File: src/rtl/ps2_paddle_keys.sv
// ps2_paddle_keys
//   Scancode-set-2 decoder for the Pong paddle keys. Consumes the byte stream
//   from PS2_Controller, tracks E0/F0 prefixes, keeps per-key held flags and
//   derives paddle commands, the last make byte, key events and protocol errors.
//
// Ports
//   CLOCK_50          in   system clock, rising edge
//   reset             in   synchronous, active-high
//   received_data     in   [7:0] byte from PS2_Controller
//   received_data_en  in   one-cycle strobe qualifying received_data
//   key_held          out  [3:0] bit0 W, bit1 S, bit2 Up, bit3 Down
//   l_up/l_dn/r_up/r_dn out paddle commands (conflicting keys cancel)
//   last_make         out  [7:0] final byte of the most recent make sequence
//   event_valid       out  one-cycle pulse when a key_held bit toggles
//   event_key         out  [1:0] index of the toggled key
//   event_break       out  1 = release, 0 = press
//   proto_err         out  one-cycle pulse on malformed prefix or timeout
//
// state     | meaning
// ----------+--------------------------------------------
// S_IDLE    | no prefix pending
// S_EXT     | E0 seen, waiting for extended code or F0
// S_BRK     | F0 seen, waiting for non-extended break code
// S_EXT_BRK | E0 F0 seen, waiting for extended break code

module ps2_paddle_keys #(
    parameter logic [7:0] KEY_W          = 8'h1D,
    parameter logic [7:0] KEY_S          = 8'h1B,
    parameter logic [7:0] KEY_UP         = 8'h75,
    parameter logic [7:0] KEY_DN         = 8'h72,
    parameter int         TIMEOUT_CYCLES = 1_000_000
) (
    input  logic       CLOCK_50,
    input  logic       reset,
    input  logic [7:0] received_data,
    input  logic       received_data_en,
    output logic [3:0] key_held,
    output logic       l_up,
    output logic       l_dn,
    output logic       r_up,
    output logic       r_dn,
    output logic [7:0] last_make,
    output logic       event_valid,
    output logic [1:0] event_key,
    output logic       event_break,
    output logic       proto_err
);

    localparam int            TW       = $clog2(TIMEOUT_CYCLES + 1);
    // Loaded with T-1 so that terminal count 1 lands the error pulse exactly
    // TIMEOUT_CYCLES cycles after the last accepted byte.
    localparam logic [TW-1:0] TMR_LOAD = TW'(TIMEOUT_CYCLES - 1);

    localparam logic [7:0] BYTE_E0 = 8'hE0;
    localparam logic [7:0] BYTE_F0 = 8'hF0;
    localparam logic [7:0] BYTE_AA = 8'hAA;
    localparam logic [7:0] BYTE_FC = 8'hFC;

    typedef enum logic [1:0] {S_IDLE, S_EXT, S_BRK, S_EXT_BRK} state_t;

    state_t        state, state_nxt;
    logic [TW-1:0] tmr, tmr_nxt;
    logic [3:0]    held_nxt;
    logic [7:0]    last_nxt;
    logic          ev_v_nxt, ev_b_nxt, err_nxt;
    logic [1:0]    ev_k_nxt;

    logic          reproc;
    logic          upd;
    logic [1:0]    upd_idx;
    logic          upd_val;
    logic          is_prefix;

    assign is_prefix = (received_data == BYTE_E0) || (received_data == BYTE_F0);

    always_ff @(posedge CLOCK_50) begin
        if (reset) begin
            state       <= S_IDLE;
            tmr         <= '0;
            key_held    <= '0;
            last_make   <= '0;
            event_valid <= 1'b0;
            event_key   <= '0;
            event_break <= 1'b0;
            proto_err   <= 1'b0;
        end else begin
            state       <= state_nxt;
            tmr         <= tmr_nxt;
            key_held    <= held_nxt;
            last_make   <= last_nxt;
            event_valid <= ev_v_nxt;
            event_key   <= ev_k_nxt;
            event_break <= ev_b_nxt;
            proto_err   <= err_nxt;
        end
    end

    always_comb begin
        state_nxt = state;
        tmr_nxt   = tmr;
        held_nxt  = key_held;
        last_nxt  = last_make;
        ev_v_nxt  = 1'b0;
        ev_k_nxt  = event_key;
        ev_b_nxt  = event_break;
        err_nxt   = 1'b0;
        reproc    = 1'b0;
        upd       = 1'b0;
        upd_idx   = 2'd0;
        upd_val   = 1'b0;

        if (received_data_en) begin
            tmr_nxt = TMR_LOAD;
            case (state)
                S_IDLE: reproc = 1'b1;
                S_EXT: begin
                    if (received_data == BYTE_F0) begin
                        state_nxt = S_EXT_BRK;
                    end else if (received_data == BYTE_E0) begin
                        state_nxt = S_EXT;
                    end else begin
                        state_nxt = S_IDLE;
                        last_nxt  = received_data;
                        if (received_data == KEY_UP) begin
                            upd = 1'b1; upd_idx = 2'd2; upd_val = 1'b1;
                        end else if (received_data == KEY_DN) begin
                            upd = 1'b1; upd_idx = 2'd3; upd_val = 1'b1;
                        end
                    end
                end
                S_BRK: begin
                    if (is_prefix) begin
                        err_nxt = 1'b1;
                        reproc  = 1'b1;
                    end else begin
                        state_nxt = S_IDLE;
                        if (received_data == KEY_W) begin
                            upd = 1'b1; upd_idx = 2'd0;
                        end else if (received_data == KEY_S) begin
                            upd = 1'b1; upd_idx = 2'd1;
                        end
                    end
                end
                S_EXT_BRK: begin
                    if (is_prefix) begin
                        err_nxt = 1'b1;
                        reproc  = 1'b1;
                    end else begin
                        state_nxt = S_IDLE;
                        if (received_data == KEY_UP) begin
                            upd = 1'b1; upd_idx = 2'd2;
                        end else if (received_data == KEY_DN) begin
                            upd = 1'b1; upd_idx = 2'd3;
                        end
                    end
                end
                default: state_nxt = S_IDLE;
            endcase

            // Byte handled with IDLE semantics, either natively or after a
            // broken break prefix.
            if (reproc) begin
                if (received_data == BYTE_E0) begin
                    state_nxt = S_EXT;
                end else if (received_data == BYTE_F0) begin
                    state_nxt = S_BRK;
                end else begin
                    state_nxt = S_IDLE;
                    if (received_data == BYTE_AA || received_data == BYTE_FC) begin
                        held_nxt = '0;
                    end else begin
                        last_nxt = received_data;
                        if (received_data == KEY_W) begin
                            upd = 1'b1; upd_idx = 2'd0; upd_val = 1'b1;
                        end else if (received_data == KEY_S) begin
                            upd = 1'b1; upd_idx = 2'd1; upd_val = 1'b1;
                        end
                    end
                end
            end

            if (upd && (key_held[upd_idx] != upd_val)) begin
                held_nxt[upd_idx] = upd_val;
                ev_v_nxt          = 1'b1;
                ev_k_nxt          = upd_idx;
                ev_b_nxt          = ~upd_val;
            end
        end else if (state != S_IDLE) begin
            if (tmr == TW'(1)) begin
                state_nxt = S_IDLE;
                err_nxt   = 1'b1;
                tmr_nxt   = '0;
            end else begin
                tmr_nxt = tmr - TW'(1);
            end
        end
    end

    assign l_up = key_held[0] & ~key_held[1];
    assign l_dn = key_held[1] & ~key_held[0];
    assign r_up = key_held[2] & ~key_held[3];
    assign r_dn = key_held[3] & ~key_held[2];

endmodule
File: config.mk
export PLATFORM = sky130hd
export DESIGN_NAME = ps2_paddle_keys
export DESIGN_NICKNAME = d
export VERILOG_FILES = /design/src/rtl/ps2_paddle_keys.sv
export SDC_FILE = /design/constraint.sdc
export NUM_CORES = 1
export LEC_CHECK = 0
export ABC_AREA = 1
export BUFFER_PORTS_ARGS = -buffer_cell sky130_fd_sc_hd__buf_2
export CORE_MARGIN = 5
export CORE_UTILIZATION = 57
export CTS_BUF_LIST = sky130_fd_sc_hd__clkbuf_16
export CTS_CLUSTER_SIZE = 10
export DETAILED_ROUTE_END_ITERATION = 10
export PLACE_DENSITY_LB_ADDON = 0.08
export SETUP_SLACK_MARGIN = 0.15
export SYNTH_ARGS = -nofsm -noshare
export SYNTH_HDL_FRONTEND = slang
export SYNTH_SLANG_ARGS = --single-unit
File: constraint.sdc
create_clock -name CLOCK_50 -period 1.9 [get_ports CLOCK_50]
set_input_delay 0.095 -clock CLOCK_50 [delete_from_list [all_inputs] [get_ports CLOCK_50]]
set_output_delay 0.095 -clock CLOCK_50 [all_outputs]
set_load 0.01 [all_outputs]
==> impl_metrics.tcl, run 1 <==
set metrics [dict create \
    hp-class "input pin to flop" \
    ys_seq_elements 39 \
    drv_slew 0 \
    synth_most_common_cell "nand2_1" \
    dp.cells 438 \
    clk_latency_ns 0.29 \
    nFillCells 361 \
    synthTopCellsByCount "nand2_1, nor2_1, inv_1, dfxtp_1" \
    cts_tree "built" \
    hold-worst-slack_ns 0.113 \
    place_hpwl_um 3990 \
    nets 413 \
    switching_share_pct 26.8 \
    cts.sinks 39 \
    crit_family "simple AND/OR/NAND/NOR gates" \
    fin_crit_ns 1.67 \
    startpoint_type "flop" \
    placed_cell_area_sq_um 2570 \
    criticalPathCategory "flop to flop" \
    diodes 0 \
    utilization_pct 71.8 \
    synth_nets 369 \
    avgSynthCellArea_sq_um 6.60 \
    yosys_warnings 0 \
    worstPathMaxFanout 4 \
    gr-usage-met2_pct 32.1 \
    worst_pin_slew_ns 0.637 \
    max_slew_margin_pct 57.4 \
    synth_area_sq_um 2350 \
    post_route_cells_drive_above_1_share_pct 27.2 \
    clk_path_buf_depth 2 \
    timing.setup.tns_ns 0 \
    clock-skew-final_ns 0.00396 \
    drt-wirelength-per-cell_um 12.2 \
    powerDensity_nw_per_um2 672 \
    max_stage_delay_ns 0.36 \
    htreeDepth 2 \
    synth_seq_area_share_pct 33.2 \
    ys.flop_type "dfxtp_1" \
    status "complete, no violations" \
    fmax_ghz 0.600 \
    routed_via_density 5.16 \
    grt_pass1_vias 2071 \
    worstPathArrival_ns 1.87 \
    antenna_left 0 \
    yosysUniqueCellTypes 38 \
    stdcell_area_sq_um 2870 \
    dr.first_iter.drc_count 216 \
    multi_input_area_sq_um 1420 \
    leakagePower_nw 1.38 \
    async_reset_ff_share_pct 0 \
    final-setup-viol-count 0 \
    path_cells "nor2_1 > nand4_1 > nor2_2 > nand2_1 > nor2_1 > inv_1 > nor2_1 > nor2_1 > o31ai_1" \
    grt_busiest_layer "met2" \
    port_buffers 31 \
    seq_area_sq_um 791 \
    core_area_sq_um 4000 \
    wl_um 5520 \
    cp_common_cell "nor2_1" \
    overflow 0 \
    combPwrFrac_pct 10.6 \
    antenna_found_initial 0 \
    initial_core_util_pct 58.7 \
    rows 23 \
    switchingPower_mw 0.517 \
    synth_edf_count 0 \
    rsz0062_at_grt "yes" \
    use_met3_pct 2.97 \
    yosys.area.top_type "dfxtp_1" \
    intPower_mw 1.41 \
    grt_max_degree 15 \
    pwr-share-clk_pct 43.9 \
    ir_drop_v 0.000500 \
    gp_congestion 0.926 \
    min_period_over_period_pct 87.8 \
    vias 2327 \
    syn_inst 356 \
    stdcell_count 451 \
    die_y_um 74.2 \
    cts_buffers 5 \
    die_w_um 74.2 \
    track_usage_pct 21.0 \
    r2r_setup_slack_ns 0.23 \
    timing_hold_violations_final 0 \
    cp-end-kind "flop" \
    crit_required_ns 2.10 \
    die-area_sq_um 5500 \
    io_pins 32 \
    grt_pass1_wl_um 9040 \
    grtUsageMet1_pct 29.4 \
    drcViolationCount 0 \
    root_buffer "clkbuf_16" \
    synthToLayoutAreaGrowth_pct 22.2 \
    slowest_stage "dfxtp_1" \
    yosys.area.top_type_share_pct 33.2 \
    yosys-top-cells-area "dfxtp_1, nand2_1, nor2_1, inv_1, a21oi_1" \
    path_clk_slew_ns 0.06 \
    drv_cap 0 \
    path_buf_inv 1 \
    seq_power_share_pct 45.5 \
    drt_pass1_iterations 5 \
]
-- per-layer routing --
metal,part of all wire [%],up-vias
li1,-,1224
met1,48,1017
met2,45,74
met3,5.6,12
met4,1.4,0
met5,0,-
-- logic make-up (layout without fill, tap and decap cells) --
logic type,Yosys count,count (layout),share of synthesized area (%)
flops,39,39,33.2
fa+ha+maj,2,2,1.07
compound gates,52,52,12.5
xor+xnor,10,10,3.73
buf+inv,61,106,10.4
simple gates,192,192,39.0
-- cells in the final DEF, fill, tap and decap left out, types with 2 or more instances in the layout --
master,Yosys,layout
inv_2,4,9
dfxtp_1,39,35
nor3_1,7,6
clkinvlp_4,0,2
nand4_1,6,6
nand2_1,73,70
nand2_4,2,2
nor2_2,6,14
nand3_2,2,3
nand2_2,8,11
xnor2_1,5,5
nand3_1,20,19
o22ai_1,5,5
nor3_2,1,2
buf_2,0,31
clkbuf_16,0,5
a21oi_1,20,20
buf_4,1,9
dfxtp_2,0,2
o21ai_0,19,19
dfxtp_4,0,2
inv_1,53,48
xor2_1,5,5
nor2_1,55,44
nor2_4,3,6
-- worst paths after layout --
| check | cells after the start | startpoint | to |
|---|---|---|---|
| max | 9 | tmr[3] | tmr[19] |
| min | 2 | reset | tmr[0] |
| max reg2reg | 9 | tmr[3] | tmr[19] |
| min reg2reg | 2 | last_make[5] | last_make[5] |
-- cell type report --
cell class | instances | share of cell area, %
Clock buffer | 5 | 4.36
Clock inverter | 3 | 0.828
Inverter | 57 | 7.45
Multi-Input combinational cell | 256 | 49.5
Sequential cell | 39 | 27.6
Tap cell | 50 | 2.18
Timing Repair Buffer | 41 | 8.15
-- state kept, by name, summed over array words and instances (netlist names) --
name,count
event_break,1
event_key,2
event_valid,1
key_held,4
last_make,8
proto_err,1
state,2
tmr,20
-- timing repair --
| item | in CTS | in global routing |
|---|---|---|
| cloned | 0 | 0 |
| hold buffers | 0 | 0 |
| setup endpoints to repair | 8 | 33 |
| pin swaps | 0 | 11 |
| buffers inserted | 0 | 5 |
| resized for setup | 4 | 33 |
-- worst reg2reg max path, stage by stage (launching register included) --
cell     delay [ns]
dfxtp_1        0.36
nor2_1         0.16
nand4_1        0.15
nor2_2         0.14
nand2_1        0.11
nor2_1         0.18
inv_1          0.08
nor2_1         0.10
nor2_1         0.05
o31ai_1        0.23
-- stage by stage --
stage	setup slack (ns)	power, mW
floorplan	0.328	1.01
global placement	0.125	1.08
detailed placement	0.122	1.08
CTS	0.126	1.92
global route	0.0720	2.00
finish	0.232	1.93
-- power by group through the flow --
stage                     registers (mW)  clock network, mW  logic [mW]
after global routing               0.881              0.892       0.230
after floorplan                    0.891                  0       0.123
after global placement             0.890                  0       0.186
after CTS                          0.873              0.857       0.191
final                              0.878              0.847       0.205
after detailed placement           0.891                  0       0.188
Power figures use the tool's default switching activity.
==> run 2, diff against run 1 <==
--- a/config.mk
+++ b/config.mk
@@ -9,7 +9,6 @@
 export BUFFER_PORTS_ARGS = -buffer_cell sky130_fd_sc_hd__buf_2
 export CORE_MARGIN = 5
 export CORE_UTILIZATION = 57
-export CTS_BUF_LIST = sky130_fd_sc_hd__clkbuf_16
 export CTS_CLUSTER_SIZE = 10
 export DETAILED_ROUTE_END_ITERATION = 10
 export PLACE_DENSITY_LB_ADDON = 0.08
@@ -17,3 +16,4 @@
 export SYNTH_ARGS = -nofsm -noshare
 export SYNTH_HDL_FRONTEND = slang
 export SYNTH_SLANG_ARGS = --single-unit
+export TNS_END_PERCENT = 10
==> run 2 against run 1 <==
Worst setup slack improved by 0.00054 ns; global-route usage fell by 0.56 points; via count fell by 2.7%; design area fell by 4.3%; worst hold slack got worse by 0.020 ns; first-iteration DRC count rose by 2.8%; critical path depth rose by 2; final cell count fell by 1.1%; largest cell class unchanged; utilization fell by 3.1 points; largest power group unchanged; register-to-register slack barely moved.
==> impl_metrics.tcl, run 2 (same netlist as run 1, synthesis figures left out) <==
set metrics [dict create \
    fmax_ghz 0.600 \
    final_common_cell "nand2_1" \
    port_buffers 31 \
    drv_cap 0 \
    routed_via_density 5.08 \
    drv_slew 0 \
    path_cells "inv_2 > ha_2 > inv_1 > nor2_4 > nand2_2 > inv_1 > nand2_1 > or2_1 > nor2_2 > xnor2_1 > o21ai_1" \
    cts_buffers 5 \
    leakagePower_nw 1.32 \
    dp_slack_ns 0.122 \
    overflow 0 \
    final-setup-viol-count 0 \
    fin_ws_ns 0.232 \
    drcViolationCount 0 \
    die-area_sq_um 5500 \
    startpoint_type "flop" \
    criticalPathCategory "flop to flop" \
    die_w_um 74.2 \
    path_clk_slew_ns 0.08 \
    root_buffer "clkbuf_8" \
    path_buf_inv 3 \
    cp_common_cell "inv_1" \
    gp_congestion 0.926 \
    hp-class "input pin to flop" \
    timing.setup.tns_ns 0 \
    dr.first_iter.drc_count 222 \
    final_cell_mix "nand2_1, inv_1, nor2_1, dfxtp_1, buf_2" \
    wl_met1_um 2640 \
    clock-skew-final_ns 0.00467 \
    place_hpwl_um 3990 \
    route.met3.wl_um 296 \
    drt-wirelength-per-cell_um 12.1 \
    crit_required_ns 2.08 \
    vias 2264 \
    powerDensity_nw_per_um2 606 \
    worstPathArrival_ns 1.85 \
    crit_family "simple AND/OR/NAND/NOR gates" \
    cts.sinks 39 \
    wl_met2_um 2370 \
    antenna_left 0 \
    worstPathMaxFanout 4 \
    nets 408 \
    cp-end-kind "flop" \
    highest_layer "met4" \
    synthToLayoutAreaGrowth_pct 17.0 \
    slowest_stage "dfxtp_2" \
    top_register "tmr" \
    ir_drop_v 0.000584 \
    core_area_sq_um 4000 \
    htreeDepth 2 \
    power_mw 1.67 \
    min_period_over_period_pct 87.8 \
    fin_crit_ns 1.67 \
    grt_max_degree 15 \
    grt_pass1_wl_um 8800 \
    rows 23 \
    rsz0062_at_grt "yes" \
    max_stage_delay_ns 0.35 \
    stdcell_count 446 \
    clk_latency_ns 0.30 \
    cts_tree "built" \
    drt_pass1_iterations 4 \
    diodes 0 \
    wl_um 5390 \
    clk_path_buf_depth 2 \
    io_pins 32 \
    status "complete, no violations" \
    track_usage_pct 20.5 \
    largest_register_ffs 20 \
    worst_pin_slew_ns 0.631 \
    largestRegisters "tmr (20), last_make (8), key_held (4)" \
    antenna_found_initial 0 \
    seq_area_sq_um 791 \
    die_y_um 74.2 \
    ctsHoldBuffers 0 \
    initial_core_util_pct 58.7 \
    max_slew_margin_pct 57.7 \
    post_route_cells_drive_above_1_share_pct 26.0 \
    dp.cells 438 \
    timing_hold_violations_final 0 \
    nFillCells 388 \
    grt_pass1_vias 2019 \
    multi_input_area_sq_um 1400 \
]
## run 2: cell types whose count changed in the layout (fill, tap and decap cells not counted), sizes merged
cell	delta
buf	-5
## run 2: area by class of cell
cell class / count / share of cell area (%)
clock buffer: 5 / 2.50
clock inverter: 3 / 0.865
inverter: 57 / 7.79
multi-input combinational: 256 / 50.8
sequential: 39 / 28.8
tap: 50 / 2.28
timing repair buffer: 36 / 7.01
## run 2: repair_timing
item                                    4_1_cts  5_1_grt
endpoints found under the setup margin        7       33
setup buffers                                 0        0
gates resized for setup                       2       29
pin swaps                                     0        5
## run 2: per-layer routing
| metal | global-route usage (%) | vias to the layer above |
|---|---|---|
| met3 | 4.19 | 8 |
| met4 | 7.04 | 0 |
| met5 | 0 | - |
| met1 | 28.9 | 992 |
| met2 | 31.0 | 55 |
| li1 | - | 1209 |
## run 2: where the power goes
group | internal [mW] | switching (mW)
Sequential | 0.848 | 0.0298
Clock | 0.263 | 0.326
Combinational | 0.0712 | 0.128
Total | 1.18 | 0.484
## run 2: final timing paths
| check | endpoint | cells past startpoint | slack [ns] | startpoint |
|---|---|---|---|---|
| max reg2reg | tmr[14] | 11 | 0.23 | tmr[0] |
| min | tmr[0] | 2 | 0.09 | reset |
| min reg2reg | last_make[5] | 2 | 0.47 | last_make[5] |
| max | tmr[14] | 11 | 0.23 | tmr[0] |
## run 2: through the flow
step	hold slack, ns	utilization (%)	cell area (sq um)
floorplan	0.271	-	2350
global placement	0.408	64.3	2570
detailed placement	0.412	64.3	2570
CTS	0.0943	66.8	2670
global route	0.122	68.7	2750
finish	0.0932	68.7	2750
